[src/rtl/mem_access_ctrl_if.sv]
// Bundles the CPU-side request/response handshake and the external memory bus
// of the memory access controller.
interface mem_access_ctrl_if;
  logic [31:0] A;
  logic        req;
  logic        wr;
  logic [1:0]  size;
  logic [31:0] wdata;
  logic        ready;
  logic        done;
  logic        abort;
  logic [31:0] rdata;
  logic [31:0] mem_addr;
  logic        mem_req;
  logic        mem_we;
  logic [3:0]  mem_be;
  logic [31:0] mem_wdata;
  logic [31:0] mem_rdata;
  logic        mem_wait;

  modport slave (
    input  A, req, wr, size, wdata, mem_rdata, mem_wait,
    output ready, done, abort, rdata, mem_addr, mem_req, mem_we, mem_be, mem_wdata
  );

  modport master (
    output A, req, wr, size, wdata, mem_rdata, mem_wait,
    input  ready, done, abort, rdata, mem_addr, mem_req, mem_we, mem_be, mem_wdata
  );
endinterface

[src/rtl/mem_access_ctrl.sv]
// Single-access load/store controller: byte/halfword/word accesses onto a
// 32-bit little-endian bus with wait states, alignment checks and timeout abort.
module mem_access_ctrl #(
  parameter int MAX_WAIT = 15
) (
  input  logic              clk,
  input  logic              reset,
  mem_access_ctrl_if.slave  bus
);

  localparam int CW_RAW = $clog2(MAX_WAIT + 1);
  localparam int CW     = (CW_RAW < 4) ? 4 : CW_RAW;

  typedef enum logic [1:0] {
    IDLE   = 2'b00,
    ACCESS = 2'b01,
    RESP   = 2'b10
  } state_t;

  function automatic logic is_illegal(input logic [1:0] sz, input logic [1:0] lo);
    case (sz)
      2'b00:   is_illegal = 1'b0;
      2'b01:   is_illegal = lo[0];
      2'b10:   is_illegal = (lo != 2'b00);
      default: is_illegal = 1'b1;
    endcase
  endfunction

  function automatic logic [3:0] lane_enables(input logic [1:0] sz, input logic [1:0] lo);
    case (sz)
      2'b00:   lane_enables = 4'b0001 << lo;
      2'b01:   lane_enables = lo[1] ? 4'b1100 : 4'b0011;
      default: lane_enables = 4'b1111;
    endcase
  endfunction

  function automatic logic [31:0] replicate(input logic [1:0] sz, input logic [31:0] wd);
    case (sz)
      2'b00:   replicate = {4{wd[7:0]}};
      2'b01:   replicate = {2{wd[15:0]}};
      default: replicate = wd;
    endcase
  endfunction

  function automatic logic [31:0] select_lane(input logic [1:0] sz, input logic [1:0] lo,
                                              input logic [31:0] rd);
    logic [31:0] shifted;
    shifted = rd >> {lo, 3'b000};
    case (sz)
      2'b00:   select_lane = {24'h000000, shifted[7:0]};
      2'b01:   select_lane = lo[1] ? {16'h0000, rd[31:16]} : {16'h0000, rd[15:0]};
      default: select_lane = rd;
    endcase
  endfunction

  state_t          state_r, state_next_s;
  logic [1:0]      addr_lo_r;
  logic [1:0]      size_r;
  logic            wr_r;
  logic [CW-1:0]   cnt_r;
  logic            ready_r, done_r, abort_r, mem_req_r, mem_we_r;
  logic [31:0]     rdata_r, mem_addr_r, mem_wdata_r;
  logic [3:0]      mem_be_r;
  logic            accept_s, illegal_s, done_set_s, abort_set_s, capture_s, cnt_inc_s;
  logic            wr_next_s;

  assign illegal_s = is_illegal(bus.size, bus.A[1:0]);
  assign wr_next_s = accept_s ? bus.wr : wr_r;

  // Next-state and one-shot event decode
  always_comb begin
    state_next_s = state_r;
    accept_s     = 1'b0;
    done_set_s   = 1'b0;
    abort_set_s  = 1'b0;
    capture_s    = 1'b0;
    cnt_inc_s    = 1'b0;
    case (state_r)
      IDLE: begin
        if (bus.req) begin
          accept_s = 1'b1;
          if (illegal_s) begin
            state_next_s = RESP;
            abort_set_s  = 1'b1;
          end else begin
            state_next_s = ACCESS;
          end
        end else begin
          state_next_s = IDLE;
        end
      end
      ACCESS: begin
        if (!bus.mem_wait) begin
          state_next_s = RESP;
          done_set_s   = 1'b1;
          capture_s    = ~wr_r;
        end else if (cnt_r == CW'(MAX_WAIT)) begin
          state_next_s = RESP;
          abort_set_s  = 1'b1;
        end else begin
          cnt_inc_s = 1'b1;
        end
      end
      RESP:    state_next_s = IDLE;
      default: state_next_s = IDLE;
    endcase
  end

  // State, latched request and registered outputs
  always_ff @(posedge clk) begin
    if (reset) begin
      state_r     <= IDLE;
      addr_lo_r   <= 2'b00;
      size_r      <= 2'b00;
      wr_r        <= 1'b0;
      cnt_r       <= '0;
      ready_r     <= 1'b1;
      done_r      <= 1'b0;
      abort_r     <= 1'b0;
      mem_req_r   <= 1'b0;
      mem_we_r    <= 1'b0;
      mem_be_r    <= 4'b0000;
      mem_addr_r  <= 32'h0000_0000;
      mem_wdata_r <= 32'h0000_0000;
      rdata_r     <= 32'h0000_0000;
    end else begin
      state_r   <= state_next_s;
      ready_r   <= (state_next_s == IDLE);
      mem_req_r <= (state_next_s == ACCESS);
      mem_we_r  <= (state_next_s == ACCESS) & wr_next_s;
      done_r    <= done_set_s;
      abort_r   <= abort_set_s;
      if (accept_s) begin
        addr_lo_r <= bus.A[1:0];
        size_r    <= bus.size;
        wr_r      <= bus.wr;
        cnt_r     <= '0;
      end else if (cnt_inc_s) begin
        cnt_r <= cnt_r + 1'b1;
      end else begin
        cnt_r <= cnt_r;
      end
      // Bus drive values only change on a legal accept, so they hold for the whole access
      if (accept_s && !illegal_s) begin
        mem_addr_r  <= {bus.A[31:2], 2'b00};
        mem_be_r    <= lane_enables(bus.size, bus.A[1:0]);
        mem_wdata_r <= replicate(bus.size, bus.wdata);
      end else begin
        mem_addr_r  <= mem_addr_r;
        mem_be_r    <= mem_be_r;
        mem_wdata_r <= mem_wdata_r;
      end
      if (capture_s) begin
        rdata_r <= select_lane(size_r, addr_lo_r, bus.mem_rdata);
      end else begin
        rdata_r <= rdata_r;
      end
    end
  end

  assign bus.ready     = ready_r;
  assign bus.done      = done_r;
  assign bus.abort     = abort_r;
  assign bus.rdata     = rdata_r;
  assign bus.mem_addr  = mem_addr_r;
  assign bus.mem_req   = mem_req_r;
  assign bus.mem_we    = mem_we_r;
  assign bus.mem_be    = mem_be_r;
  assign bus.mem_wdata = mem_wdata_r;

endmodule

[src/flat_wrapper.sv]
// flat-port wrapper written by rule: the top's interface ports become plain ports
module mem_access_ctrl_flat 
#(
  parameter int MAX_WAIT = 15
)
  (clk, reset, bus_A, bus_req, bus_wr, bus_size, bus_wdata, bus_mem_rdata, bus_mem_wait, bus_ready, bus_done, bus_abort, bus_rdata, bus_mem_addr, bus_mem_req, bus_mem_we, bus_mem_be, bus_mem_wdata);
  mem_access_ctrl_if bus_i ();
  input  logic clk;
  input  logic reset;
  input wire logic [$bits(bus_i.A)-1:0] bus_A;
  input wire logic [$bits(bus_i.req)-1:0] bus_req;
  input wire logic [$bits(bus_i.wr)-1:0] bus_wr;
  input wire logic [$bits(bus_i.size)-1:0] bus_size;
  input wire logic [$bits(bus_i.wdata)-1:0] bus_wdata;
  input wire logic [$bits(bus_i.mem_rdata)-1:0] bus_mem_rdata;
  input wire logic [$bits(bus_i.mem_wait)-1:0] bus_mem_wait;
  output wire logic [$bits(bus_i.ready)-1:0] bus_ready;
  output wire logic [$bits(bus_i.done)-1:0] bus_done;
  output wire logic [$bits(bus_i.abort)-1:0] bus_abort;
  output wire logic [$bits(bus_i.rdata)-1:0] bus_rdata;
  output wire logic [$bits(bus_i.mem_addr)-1:0] bus_mem_addr;
  output wire logic [$bits(bus_i.mem_req)-1:0] bus_mem_req;
  output wire logic [$bits(bus_i.mem_we)-1:0] bus_mem_we;
  output wire logic [$bits(bus_i.mem_be)-1:0] bus_mem_be;
  output wire logic [$bits(bus_i.mem_wdata)-1:0] bus_mem_wdata;
  assign bus_i.A = bus_A;
  assign bus_i.req = bus_req;
  assign bus_i.wr = bus_wr;
  assign bus_i.size = bus_size;
  assign bus_i.wdata = bus_wdata;
  assign bus_i.mem_rdata = bus_mem_rdata;
  assign bus_i.mem_wait = bus_mem_wait;
  assign bus_ready = bus_i.ready;
  assign bus_done = bus_i.done;
  assign bus_abort = bus_i.abort;
  assign bus_rdata = bus_i.rdata;
  assign bus_mem_addr = bus_i.mem_addr;
  assign bus_mem_req = bus_i.mem_req;
  assign bus_mem_we = bus_i.mem_we;
  assign bus_mem_be = bus_i.mem_be;
  assign bus_mem_wdata = bus_i.mem_wdata;
  mem_access_ctrl #(.MAX_WAIT(MAX_WAIT)) u_core (.clk(clk), .reset(reset), .bus(bus_i));
endmodule
[config.mk]
export PLATFORM = sky130hd
export DESIGN_NAME = mem_access_ctrl_flat
export DESIGN_NICKNAME = d
export VERILOG_FILES = /design/src/rtl/mem_access_ctrl_if.sv /design/src/rtl/mem_access_ctrl.sv /design/src/flat_wrapper.sv
export SDC_FILE = /design/constraint.sdc
export NUM_CORES = 1
export LEC_CHECK = 0
export ABC_AREA = 1
export CAP_MARGIN = 0
export CORE_UTILIZATION = 52
export CTS_CLUSTER_SIZE = 10
export DETAILED_ROUTE_END_ITERATION = 8
export DONT_BUFFER_PORTS = 1
export PLACE_DENSITY = 0.67
export SLEW_MARGIN = 10
export SYNTH_ARGS = -nofsm -noshare
export SYNTH_HDL_FRONTEND = slang
export SYNTH_SLANG_ARGS = --single-unit
export TNS_END_PERCENT = 20
[constraint.sdc]
create_clock -name clk -period 3.6 [get_ports clk]
set_clock_uncertainty 0.05 [all_clocks]
set_input_delay 0.36 -clock clk [delete_from_list [all_inputs] [get_ports clk]]
set_output_delay 0.36 -clock clk [all_outputs]
set_load 0.005 [all_outputs]
==> Yosys cells after proc, flatten, opt, wreduce, memory -nomap -nowiden <==
Index checks and enable logic that the tools add are counted.
Widths: inputs -> output; s select.
{ "totals": {"regBits": 114, "input_bits": 103, "output_inout_bits": 105, "word_cells": 60} }
{ "classes": {"n_addsub": 1, "eq_ne": 6, "shifts": 2, "n_mux": 25, "bitwise": 3, "reduce_logical": 9} }
{ "op_table": {"columns": ["op", "count"], "rows": [
  ["$pmux 32 s2", 2],
  ["$shr 32x5->8", 1],
  ["$mux 16", 1],
  ["$mux 1", 13],
  ["$eq 2x1->1 const B", 4],
  ["$logic_not 2->1", 4],
  ["$mux 2", 4],
  ["$pmux 4 s2", 1],
  ["$add 4x1->4 const B", 1],
  ["$eq 4x4->1 const B", 1],
  ["$mux 4", 1],
  ["$pmux 2 s2", 1],
  ["$reduce_or 2->1", 2],
  ["$shl 1x2->4 const A", 1],
  ["$pmux 1 s3", 1],
  ["$eq 2x2->1 const B", 1],
  ["$not 1->1", 2],
  ["$pmux 1 s2", 1],
  ["$reduce_bool 2->1", 1],
  ["$and 1x1->1", 1],
  ["$logic_and 1x1->1", 1],
  ["$logic_not 1->1", 1]
]} }

==> Longest topological paths before layout <==
Gate-level depths: netlist of the first run.
{ "depth": {"depth_word": 7, "ltp_mapped": 10, "ltp_nobuf": 8} }

==> Worst setup path before layout of the first run <==
OpenSTA, ideal clock, no wires.
{ "synth_timing": {"path_type": "in2reg", "from": "in bus_size[1]", "to": "reg u_core.mem_addr_r[24], in the netlist u_core.bus.mem_addr[24]", "setup_ns": 0.116, "arrival_ns": 1.191, "required_ns": 3.434, "path_slack_ns": 2.243, "path_stages": 9, "path_buffers": 3, "path_cell_list": "buf_6 -> inv_6 -> nand2_2 -> nand2_4 -> nand2_4 -> buf_6 -> buf_6 -> o21ai_0 -> nor2_1"} }
{ "synth_via": {"elab_chain_len": 4, "elab_cells_between_ends": 6, "classes_between": "2 x eq/ne; 1 x mux; 3 x reduce/logical"} }
{ "synth_lines": {"columns": ["item", "line", "text"], "rows": [
  ["from (decl)", "flat_wrapper.sv:13", "input wire logic [$bits(bus_i.size)-1:0] bus_size;"],
  ["$eq 2x2->1, or another cell as far along", "mem_access_ctrl.sv:21", "case (sz)"],
  ["$pmux 1 s3 *", "mem_access_ctrl.sv:21", null],
  ["$logic_not 1->1 *", "mem_access_ctrl.sv:144", "if (accept_s && !illegal_s) begin"],
  ["$logic_and 1x1->1 *", "mem_access_ctrl.sv:144", null],
  ["to (signal assigned)", "mem_access_ctrl.sv:145", "mem_addr_r <= {bus.A[31:2], 2'b00};"],
  ["to (signal assigned)", "mem_access_ctrl.sv:149", "mem_addr_r <= mem_addr_r;"],
  ["to (decl)", "mem_access_ctrl.sv:62", "logic [31:0] rdata_r, mem_addr_r, mem_wdata_r;"]
]} }
Mark *: on every way between the ends. The rest lies on a longest branch, timed or not.
A chain may end at the register's enable or synchronous reset.

==> Worst setup path after layout of the first run <==
{ "layout_timing": {"from": "reg u_core.state_r[0]", "to": "reg u_core.rdata_r[20], in the netlist u_core.bus.rdata[20]"} }
{ "layout_via": {"elab_chain_len": 2} }
{ "layout_lines": {"columns": ["item", "line", "text"], "rows": [
  ["from (decl)", "mem_access_ctrl.sv:56", "state_t state_r, state_next_s;"],
  ["from (signal assigned)", "mem_access_ctrl.sv:127", "state_r <= state_next_s;"],
  ["$eq 2x1->1", "mem_access_ctrl.sv:78", "case (state_r)"],
  ["$mux 1", "mem_access_ctrl.sv:78", null],
  ["to (signal assigned)", "mem_access_ctrl.sv:154", "rdata_r <= select_lane(size_r, addr_lo_r, bus.mem_rdata);"],
  ["to (signal assigned)", "mem_access_ctrl.sv:156", "rdata_r <= rdata_r;"],
  ["to (decl)", "mem_access_ctrl.sv:62", null]
]} }
Every way passes these cells.

==> impl_metrics.csv, run 1 <==
group,metric,value,unit
run_status,outcome,"finished, final reports clean",
sta,finalSetupViolations,0,
run,drv_cap,0,
sta,fin_crit_sh,68.8,%
synthesis,seq_area_frac_synth,45.3,%
power_and_ir_drop,p_leak,2.73,nW
power_and_ir_drop,ir_worst_vdd,0.000319,V
critical_path,reg2reg_depth,7,
clocking,cts_buffers,17,
synthesis,synth_top_family_by_area,"simple AND/OR/NAND/NOR gates",
finish,finish.utilization,66.2,%
finish,num_antenna_cells,0,
sta,max_freq,404,MHz
die,rows,35,
synthesis,synthAdderAreaFrac,0.249,%
finish,finish.net_count,883,
synthesis,yosysWarnings,0,
critical_path,endpoint_kind,"flop",
clocking,post_cts.repair.setup_buffers,0,
synthesis,synth-edff-count,0,
global_routing,grtUsageTotal,27.9,%
synthesis,async_reset_ff_share,0,%
finish,fin_area,6170,um2
synthesis,syn_area_per_cell,6.79,um2
synthesis,synth_compound_area_share,13.9,%
critical_path,worstPathArrival,2.88,ns
die,initial_core_util,54.0,%
global_routing,antenna_found_initial,0,
synthesis,syn_inst,741,
place,hpwl,8670,um
clocking,worstSkewPairLatency,0.51,ns
hold_path,min_path_cells,2,
sta,rsz0062_at_grt,"false",
finish,syn_to_final_growth,22.7,%
sta,hold_violations,0,
die,core_area,9330,um2
die,ioPinCount,208,
die,die_area,10100,um2
clocking,clk_pin_slew_worst_paths,0.06,ns
synthesis,ys_ff_latch,114,
synthesis,synth_cell_type_count,27,
sta,max_slew_margin,21.7,%
detailed_routing,firstDrtPassIters,5,
critical_path,crit_fanout,33,
power_and_ir_drop,p_total,3.54,mW
critical_path,startpoint_type,"flop",
hold_path,min_path_type,"in2reg",
detailed_routing,vias_per_cell,5.25,
detailed_routing,wl,14100,um
synthesis,synthMostInstantiatedCell,"nand2_1",
critical_path,path_class,"reg2reg",
synthesis,synth-simple-area-share,30.6,%
global_routing,grt_max_degree,82,
detailed_routing,routed-via-count,4837,
die,die_h,100,um
finish,fin_cells,921,
synthesis,synthMuxAreaShare,0,%
die,die_x,100,um
synthesis,synth_top_area_share,45.3,%
place,dp_slack,1.18,ns
sta,finalMaxSlewViolations,0,
place,io_buffers,0,
clocking,cts_tree,"built",
detailed_routing,drc_errors,0,
clocking,htree_levels,4,
detailed_routing,wire_per_inst,15.3,um
clocking,cts_sinks,114,
synthesis,synth-main-ff-cell,"dfxtp_1",
global_routing,grt_pass1_vias,4574,
finish,drive_gt1_share,6.06,%
synthesis,ys_top_cells_by_count,"nand2_1 (168), nor2_1 (166), dfxtp_1 (114)",
place,place_inst,828,
place,routabilityCongestion,0.863,
detailed_routing,drt-initial-drc-count,168,
sta,hold_slack,0.0228,ns
critical_path,crit_required,4.01,ns
sta,layout_setup_ws,1.12,ns
synthesis,synthesis.area,5030,um2
global_routing,grt_pass1_wl,22000,um
synthesis,ys_top_cells_by_area,"dfxtp_1 (45%), nand2_1 (13%), nor2_1 (12%), o21ai_0 (7.4%), a21oi_1 (4.5%)",
sta,period_needed,2.48,ns
clocking,clk_path_buf_depth,2,
synthesis,synthXorXnorAreaFrac,0.174,%
sta,finalSetupTns,0,ns
detailed_routing,ant_nets,0,
clocking,clock_tree.root_cell,"clkbuf_8",
synthesis,yosysTopAreaCell,"dfxtp_1",
place,place_area,4930,um2
power_and_ir_drop,power_per_cell_area,574,nW/um2
sta,worst_slew_pin_slew,1.17,ns
global_routing,globalRouteOverflowTotal,0,
[per-layer routing]
layer	vias up	routed length, um	share of wire, %	track usage, %
met5	-	0	0	0
met4	0	311	2.2	11.5
met3	28	1320	9.4	10.4
met2	202	6850	49	47.4
met1	2189	5570	40	31.5
li1	2418	-	-	-
[power by group]
| group | switching [mW] | internal, mW |
|---|---|---|
| Sequential | 0.0781 | 1.34 |
| Clock | 0.621 | 1.15 |
| Combinational | 0.208 | 0.141 |
| Total | 0.907 | 2.64 |
[cells in the final DEF, fill, tap and decap left out]
cell type / netlist / layout
inv_2: 4 / 5
nor2_2: 1 / 1
clkinvlp_4: 0 / 2
nand2_2: 3 / 3
dfxtp_1: 114 / 114
inv_1: 49 / 49
clkbuf_16: 0 / 16
a21oi_1: 45 / 45
clkinv_4: 0 / 3
nand3_1: 39 / 39
o21ai_0: 74 / 74
clkbuf_8: 0 / 2
inv_6: 1 / 5
o21ai_1: 21 / 21
nor3_2: 1 / 1
dlygate4sd3_1: 0 / 61
nor2_4: 1 / 1
ha_1: 1 / 1
or2_2: 1 / 1
nand2_1: 168 / 168
nand4_1: 2 / 2
nor4_1: 1 / 1
clkinv_2: 0 / 1
nor2_1: 166 / 166
buf_4: 6 / 1
nand2_4: 2 / 2
conb_1: 1 / 2
xor2_1: 1 / 1
bufinv_16: 0 / 4
[final cells by class]
class,count,area (um2)
fill,824,3150
sequential,114,2280
multi-input combinational,529,2270
timing repair buffer,62,618
clock buffer,18,428
inverter,55,211
clock inverter,14,201
tap,129,161
[kinds of logic (layout without fill, tap and decap cells)]
kind of cell | after synthesis | count (layout)
AOI/OAI and AO/OA | 140 | 140
xor gates and xnor gates | 1 | 1
adders and majority gates | 1 | 1
buffers and inverters | 99 | 149
DFF | 114 | 114
other | 1 | 2
and+or+nand+nor | 385 | 385
[repair_timing]
| item | in CTS | in global routing |
|---|---|---|
| hold buffers | 61 | 0 |
| hold endpoints to repair | 72 | 0 |
| resized for setup | 0 | 0 |
| setup endpoints to repair | 0 | 0 |
[sequential cells by signal (all words and copies together), names as in the netlist]
register / cells
u_core.addr_lo_r: 2
u_core.bus.mem_be: 4
u_core.bus.mem_req: 1
u_core.bus.ready: 1
u_core.bus.done: 1
u_core.state_r: 2
u_core.cnt_r: 4
u_core.bus.mem_addr: 30
u_core.size_r: 2
u_core.bus.abort: 1
u_core.bus.rdata: 32
u_core.wr_r: 1
u_core.bus.mem_we: 1
u_core.bus.mem_wdata: 32
[final timing paths]
path              slack (ns)                    to                 start
hold / removal          0.02   u_core.addr_lo_r[0]              bus_A[0]
setup reg to reg        1.12  u_core.bus.rdata[20]     u_core.state_r[0]
setup / recovery        1.12  u_core.bus.rdata[20]     u_core.state_r[0]
hold reg to reg         0.43  u_core.bus.rdata[24]  u_core.bus.rdata[24]
[worst max-delay path: stages (launching register included)]
cell	delay (ns)
dfxtp_1	0.41
inv_2	0.07
nor2_2	0.11
nand2_2	0.37
inv_2	0.57
nand3_1	0.14
a21oi_1	0.14
dlygate4sd3_1	0.56
No activity file was read; power rests on OpenSTA's default activity.
==> inputs of run 2 (changes only) <==
clock period = 2.4 ns   (was 3.6 ns; I/O delays follow)
==> run 2 against run 1 <==
Effect of this change: via count grew 7.5%; power grew 53%; global-route usage grew 1.0 points; critical path depth grew 1; cell count grew 5.1%; routed wire length grew 4.3%; critical endpoint is now u_core.bus.mem_wdata[9].
==> impl_metrics.csv, run 2 (synthesized netlist as in run 1, its figures left out) <==
group,metric,value,unit
clocking,clock_tree.root_cell,"clkbuf_8",
sta,rsz0062_at_grt,"false",
critical_path,r2r_end,"u_core.bus.mem_wdata[9]",
global_routing,grt_pass1_vias,4887,
critical_path,crit_fanout,43,
critical_path,critPathSlowestCell,"dlymetal6s4s_1",
finish,multi_input_area,2270,um2
critical_path,endpoint_kind,"flop",
die,die_area,10100,um2
finish,final_common_cell,"nand2_1",
finish,syn_to_final_growth,32.1,%
place,routabilityCongestion,0.870,
sta,finalSetupTns,0,ns
place,place_area,5000,um2
finish,fin_area,6650,um2
run_status,outcome,"finished, final reports clean",
global_routing,grtUsageTotal,28.9,%
critical_path,path_class,"in2reg",
global_routing,antenna_found_initial,0,
hold_path,min_path_type,"in2reg",
power_and_ir_drop,p_leak,2.94,nW
critical_path,crit_path_max_incr_delay,0.80,ns
finish,seqCellArea,2280,um2
critical_path,crit_end,"u_core.bus.mem_wdata[9]",
finish,fillers,755,
clocking,cts_buffers,17,
power_and_ir_drop,ir_worst_vdd,0.000462,V
detailed_routing,drc_errors,0,
sta,fin_crit_sh,83.6,%
global_routing,grt_max_degree,57,
finish,num_antenna_cells,0,
die,ioPinCount,208,
critical_path,reg2reg_from,"u_core.state_r[1]",
clocking,clk_pin_slew_worst_paths,0.06,ns
die,die_x,100,um
sta,finalSetupViolations,0,
global_routing,grt_pass1_wl,22800,um
finish,finish.net_count,930,
detailed_routing,wire_per_inst,15.1,um
sta,max_slew_margin,24.7,%
global_routing,globalRouteOverflowTotal,0,
detailed_routing,drt-initial-drc-count,379,
sta,finalMaxSlewViolations,0,
critical_path,reg2reg_slack,0.62,ns
detailed_routing,firstDrtPassIters,6,
critical_path,startpoint_type,"primary input",
critical_path,reg2reg_depth,7,
clocking,cts_tree,"built",
detailed_routing,wl,14700,um
power_and_ir_drop,power_per_cell_area,814,nW/um2
place,hpwl,8860,um
finish,drive_gt1_share,6.32,%
critical_path,path_cells,"dlymetal6s4s_1, inv_6, nand2_2, nand2_4, nand2_4, buf_4, o21ai_0, nor2_1",
clocking,post_cts.repair.setup_buffers,0,
finish,final_cell_mix,"nand2_1 (168), nor2_1 (166), dfxtp_1 (114), dlygate4sd3_1 (101), o21ai_0 (74)",
clocking,clk_path_buf_depth,2,
clocking,cts_sinks,114,
critical_path,crit_required,2.78,ns
detailed_routing,vias_per_cell,5.37,
run,drv_cap,0,
die,core_area,9330,um2
place,io_buffers,0,
die,initial_core_util,54.0,%
sta,max_freq,499,MHz
clocking,worstSkewPairLatency,0.51,ns
detailed_routing,ant_nets,0,
critical_path,worst_path_most_repeated_cell,"nand2_4",
sta,period_needed,2.01,ns
critical_path,crit_start,"bus_size[1]",
die,rows,35,
clocking,htree_levels,4,
detailed_routing,routed-via-count,5200,
critical_path,worstPathArrival,2.39,ns
die,die_h,100,um
sta,worst_slew_pin_slew,1.13,ns
sta,hold_violations,0,
==> run 2: changes by cell type in the layout (fill, tap and decap cells not counted) <==
cell	previous run	this run
buf_4	1	5
dlygate4sd3_1	61	101
dlymetal6s4s_1	0	1
inv_6	5	6
clkbuf_1	0	1
clkinvlp_4	2	1
buf_12	0	2
clkbuf_8	2	1
==> run 2: final cells by class <==
| type | count | share of cell area, % |
|---|---|---|
| Sequential cell | 114 | 34.3 |
| Multi-Input combinational cell | 529 | 34.2 |
| Timing Repair Buffer | 109 | 16.6 |
| Clock buffer | 18 | 6.29 |
| Inverter | 55 | 3.18 |
| Clock inverter | 14 | 3.05 |
| Tap cell | 129 | 2.43 |
==> run 2: how the worst min path moves through the flow <==
stage | startpoint | depth (start not counted) | end
floorplan | bus_mem_wait | 1 | u_core.bus.done
global placement | reset | 1 | u_core.state_r[0]
detailed placement | reset | 1 | u_core.bus.rdata[18]
CTS | bus_mem_rdata[17] | 6 | u_core.bus.rdata[1]
global route | bus_A[0] | 5 | u_core.bus.mem_be[0]
finish | bus_mem_rdata[17] | 6 | u_core.bus.rdata[1]
==> run 2: worst max-delay path: cells and delay by family <==
kind / cells / cell delay [ns]
compound gates: 1 / 0.13
buf+inv: 3 / 1.35
simple gates: 4 / 0.63
==> run 2: layer usage <==
| metal | part of all wire [%] | vias to the layer above | GRT usage [%] |
|---|---|---|---|
| li1 | - | 2514 | - |
| met1 | 40 | 2328 | 34.0 |
| met2 | 48 | 318 | 47.2 |
| met3 | 10 | 40 | 9.33 |
| met4 | 2.6 | 0 | 14.6 |
| met5 | 0 | - | 0 |
==> run 2: what timing repair did <==
action,CTS,global route
resized for setup,0,1
endpoints found under the hold margin,108,0
endpoints found under the setup margin,0,19
hold buffers,102,0
==> run 2: report_power, final <==
| part | total, mW | internal, mW | switching, mW |
|---|---|---|---|
| Clock | 2.65 | 1.70 | 0.949 |
| Sequential | 2.13 | 2.01 | 0.114 |
| Combinational | 0.628 | 0.272 | 0.356 |
==> run 2: through the flow <==
stage | setup WS, ns | utilization [%] | total power, mW | instances | hold slack [ns]
floorplan | 1.13 | - | 2.53 | 742 | 0.268
global placement | 0.790 | 53.7 | 2.59 | 834 | 0.262
global route | 0.279 | 71.3 | 5.64 | 968 | 0.0229
detailed placement | 0.720 | 53.7 | 2.61 | 834 | 0.264
finish | 0.395 | 71.3 | 5.41 | 968 | 0.0187
CTS | 0.112 | 71.3 | 5.42 | 968 | 0.0000235
==> inputs of run 3 (changes only) <==
clock period = 2.1 ns   (was 2.4 ns; I/O delays follow)
==> run 3 against run 2 <==
Effect of this change: register-to-register slack lost 0.37 ns; largest cell class unchanged; highest routed layer unchanged; critical path type unchanged; cell area grew 1.6%; first-iteration DRC count shrank 14%; utilization grew 1.1 points; via count shrank 0.71%.
==> impl_metrics.csv, run 3 (synthesized netlist as in run 1, its figures left out) <==
group,metric,value,unit
sta,rsz0062_at_grt,"false",
finish,num_antenna_cells,0,
die,initial_core_util,54.0,%
sta,period_needed,1.87,ns
power_and_ir_drop,pwr-share-comb,11.6,%
power_and_ir_drop,p_switching,1.52,mW
finish,final_cell_mix,"nand2_1 (168), nor2_1 (166), dfxtp_1 (114), dlygate4sd3_1 (105), o21ai_0 (74)",
detailed_routing,wire_per_inst,15.7,um
power_and_ir_drop,p_int,4.94,mW
clocking,post_cts.repair.setup_buffers,0,
power_and_ir_drop,p_seq_share,37.4,%
finish,fin_area,6750,um2
sta,max_freq,535,MHz
die,ioPinCount,208,
place,routabilityCongestion,0.881,
global_routing,antenna_found_initial,0,
finish,fillers,744,
finish,syn_to_final_growth,34.2,%
clocking,cts_buffers,17,
global_routing,globalRouteOverflowTotal,0,
detailed_routing,ant_nets,0,
detailed_routing,routed-via-count,5163,
die,die_area,10100,um2
critical_path,worstPathArrival,2.25,ns
sta,finalMaxSlewViolations,0,
sta,finalSetupTns,0,ns
clocking,clk_pin_slew_worst_paths,0.06,ns
power_and_ir_drop,ir_worst_vdd,0.000564,V
critical_path,path_class,"in2reg",
global_routing,grt_pass1_vias,5195,
detailed_routing,firstDrtPassIters,6,
clocking,cts_tree,"built",
power_and_ir_drop,power_per_cell_area,958,nW/um2
detailed_routing,drt-initial-drc-count,327,
critical_path,crit_fanout,37,
sta,fin_crit_sh,88.9,%
critical_path,critPathSlowestCell,"dlygate4sd3_1",
critical_path,crit_path_max_incr_delay,0.81,ns
clocking,worstSkewPairLatency,0.50,ns
clocking,htree_levels,4,
hold_path,min_path_type,"in2reg",
critical_path,path_cells,"dlygate4sd3_1, nor2_1, nand2_1, nand2_4, nand2_4, buf_4, o21ai_0, nor2_1",
sta,worst_slew_pin_slew,1.09,ns
power_and_ir_drop,p_leak,3.00,nW
place,place_area,5010,um2
detailed_routing,vias_per_cell,5.31,
clocking,cts_sinks,114,
critical_path,crit_required,2.49,ns
global_routing,grt_max_degree,47,
clocking,clk_path_buf_depth,2,
finish,final_common_cell,"nand2_1",
global_routing,grt_pass1_wl,24400,um
critical_path,startpoint_type,"primary input",
die,core_area,9330,um2
sta,hold_violations,0,
clocking,clock_tree.root_cell,"clkbuf_8",
finish,drive_gt1_share,6.40,%
detailed_routing,wl,15300,um
place,hpwl,9040,um
die,rows,35,
critical_path,path_delay_family,"buffers and inverters",
global_routing,grtUsageTotal,30.9,%
run,drv_cap,0,
place,io_buffers,0,
die,die_h,100,um
sta,max_slew_margin,26.9,%
critical_path,crit_buf_inv,2,
finish,finish.net_count,936,
run_status,outcome,"finished, final reports clean",
power_and_ir_drop,clockPowerShare,51.0,%
power_and_ir_drop,switching_share,23.5,%
critical_path,endpoint_kind,"flop",
sta,finalSetupViolations,0,
die,die_x,100,um
detailed_routing,drc_errors,0,
## run 3: path summary, 6_finish.rpt
| path | start | endpoint | slack (ns) | cells past startpoint |
|---|---|---|---|---|
| setup / recovery | bus_size[0] | u_core.bus.mem_addr[8] | 0.23 | 8 |
| hold / removal | bus_req | u_core.addr_lo_r[0] | 0.02 | 2 |
| setup reg to reg | u_core.state_r[0] | u_core.bus.mem_be[2] | 0.25 | 7 |
| hold reg to reg | u_core.bus.rdata[26] | u_core.bus.rdata[26] | 0.43 | 2 |
## run 3: area by class of cell
| class | count | area (um2) | area share, % |
|---|---|---|---|
| clock inverter | 8 | 196 | 2.91 |
| multi-input combinational | 529 | 2270 | 33.6 |
| tap | 129 | 161 | 2.39 |
| sequential | 114 | 2280 | 33.8 |
| inverter | 55 | 211 | 3.13 |
| clock buffer | 23 | 487 | 7.21 |
| timing repair buffer | 115 | 1140 | 16.9 |
## run 3: worst register-to-register path, stage by stage (launching register included)
cell	delay, ns
dfxtp_1	0.36
inv_2	0.10
nand3_1	0.21
nor2_1	0.16
dlygate4sd3_1	0.64
nand3_1	0.10
nand2_1	0.08
nor2_1	0.05
## run 3: power groups by stage
stage	logic, mW	registers (mW)	clock network (mW)
2_1_floorplan	0.470	2.42	0
3_3_place_gp	0.504	2.46	0
3_5_place_dp	0.524	2.46	0
4_1_cts	0.726	2.42	3.34
5_1_grt	0.841	2.43	3.45
6_report	0.748	2.42	3.30
## run 3: what timing repair did
item | in CTS | in global routing
setup endpoints to repair | 0 | 60
resized for setup | 0 | 1
hold endpoints to repair | 110 | 0
hold buffers | 106 | 0
## run 3: layer usage
layer | vias up | track usage (%) | part of all wire, %
met5 | - | 0 | 0
li1 | 2522 | - | -
met4 | 0 | 14.3 | 2.3
met1 | 2349 | 35.2 | 39
met3 | 29 | 9.12 | 9.1
met2 | 263 | 53.2 | 50
## run 3: per-stage QoR
stage               utilization [%]  total power, mW  setup WS, ns  hold WS, ns  cells
floorplan                         -             2.89         0.826        0.238    742
global placement               53.7             2.96         0.529        0.233    836
detailed placement             53.7             2.98         0.443        0.235    836
CTS                            72.4             6.48        0.0424     0.000811    973
global route                   72.4             6.72        0.0698       0.0318    973
finish                         72.4             6.47         0.232       0.0151    973
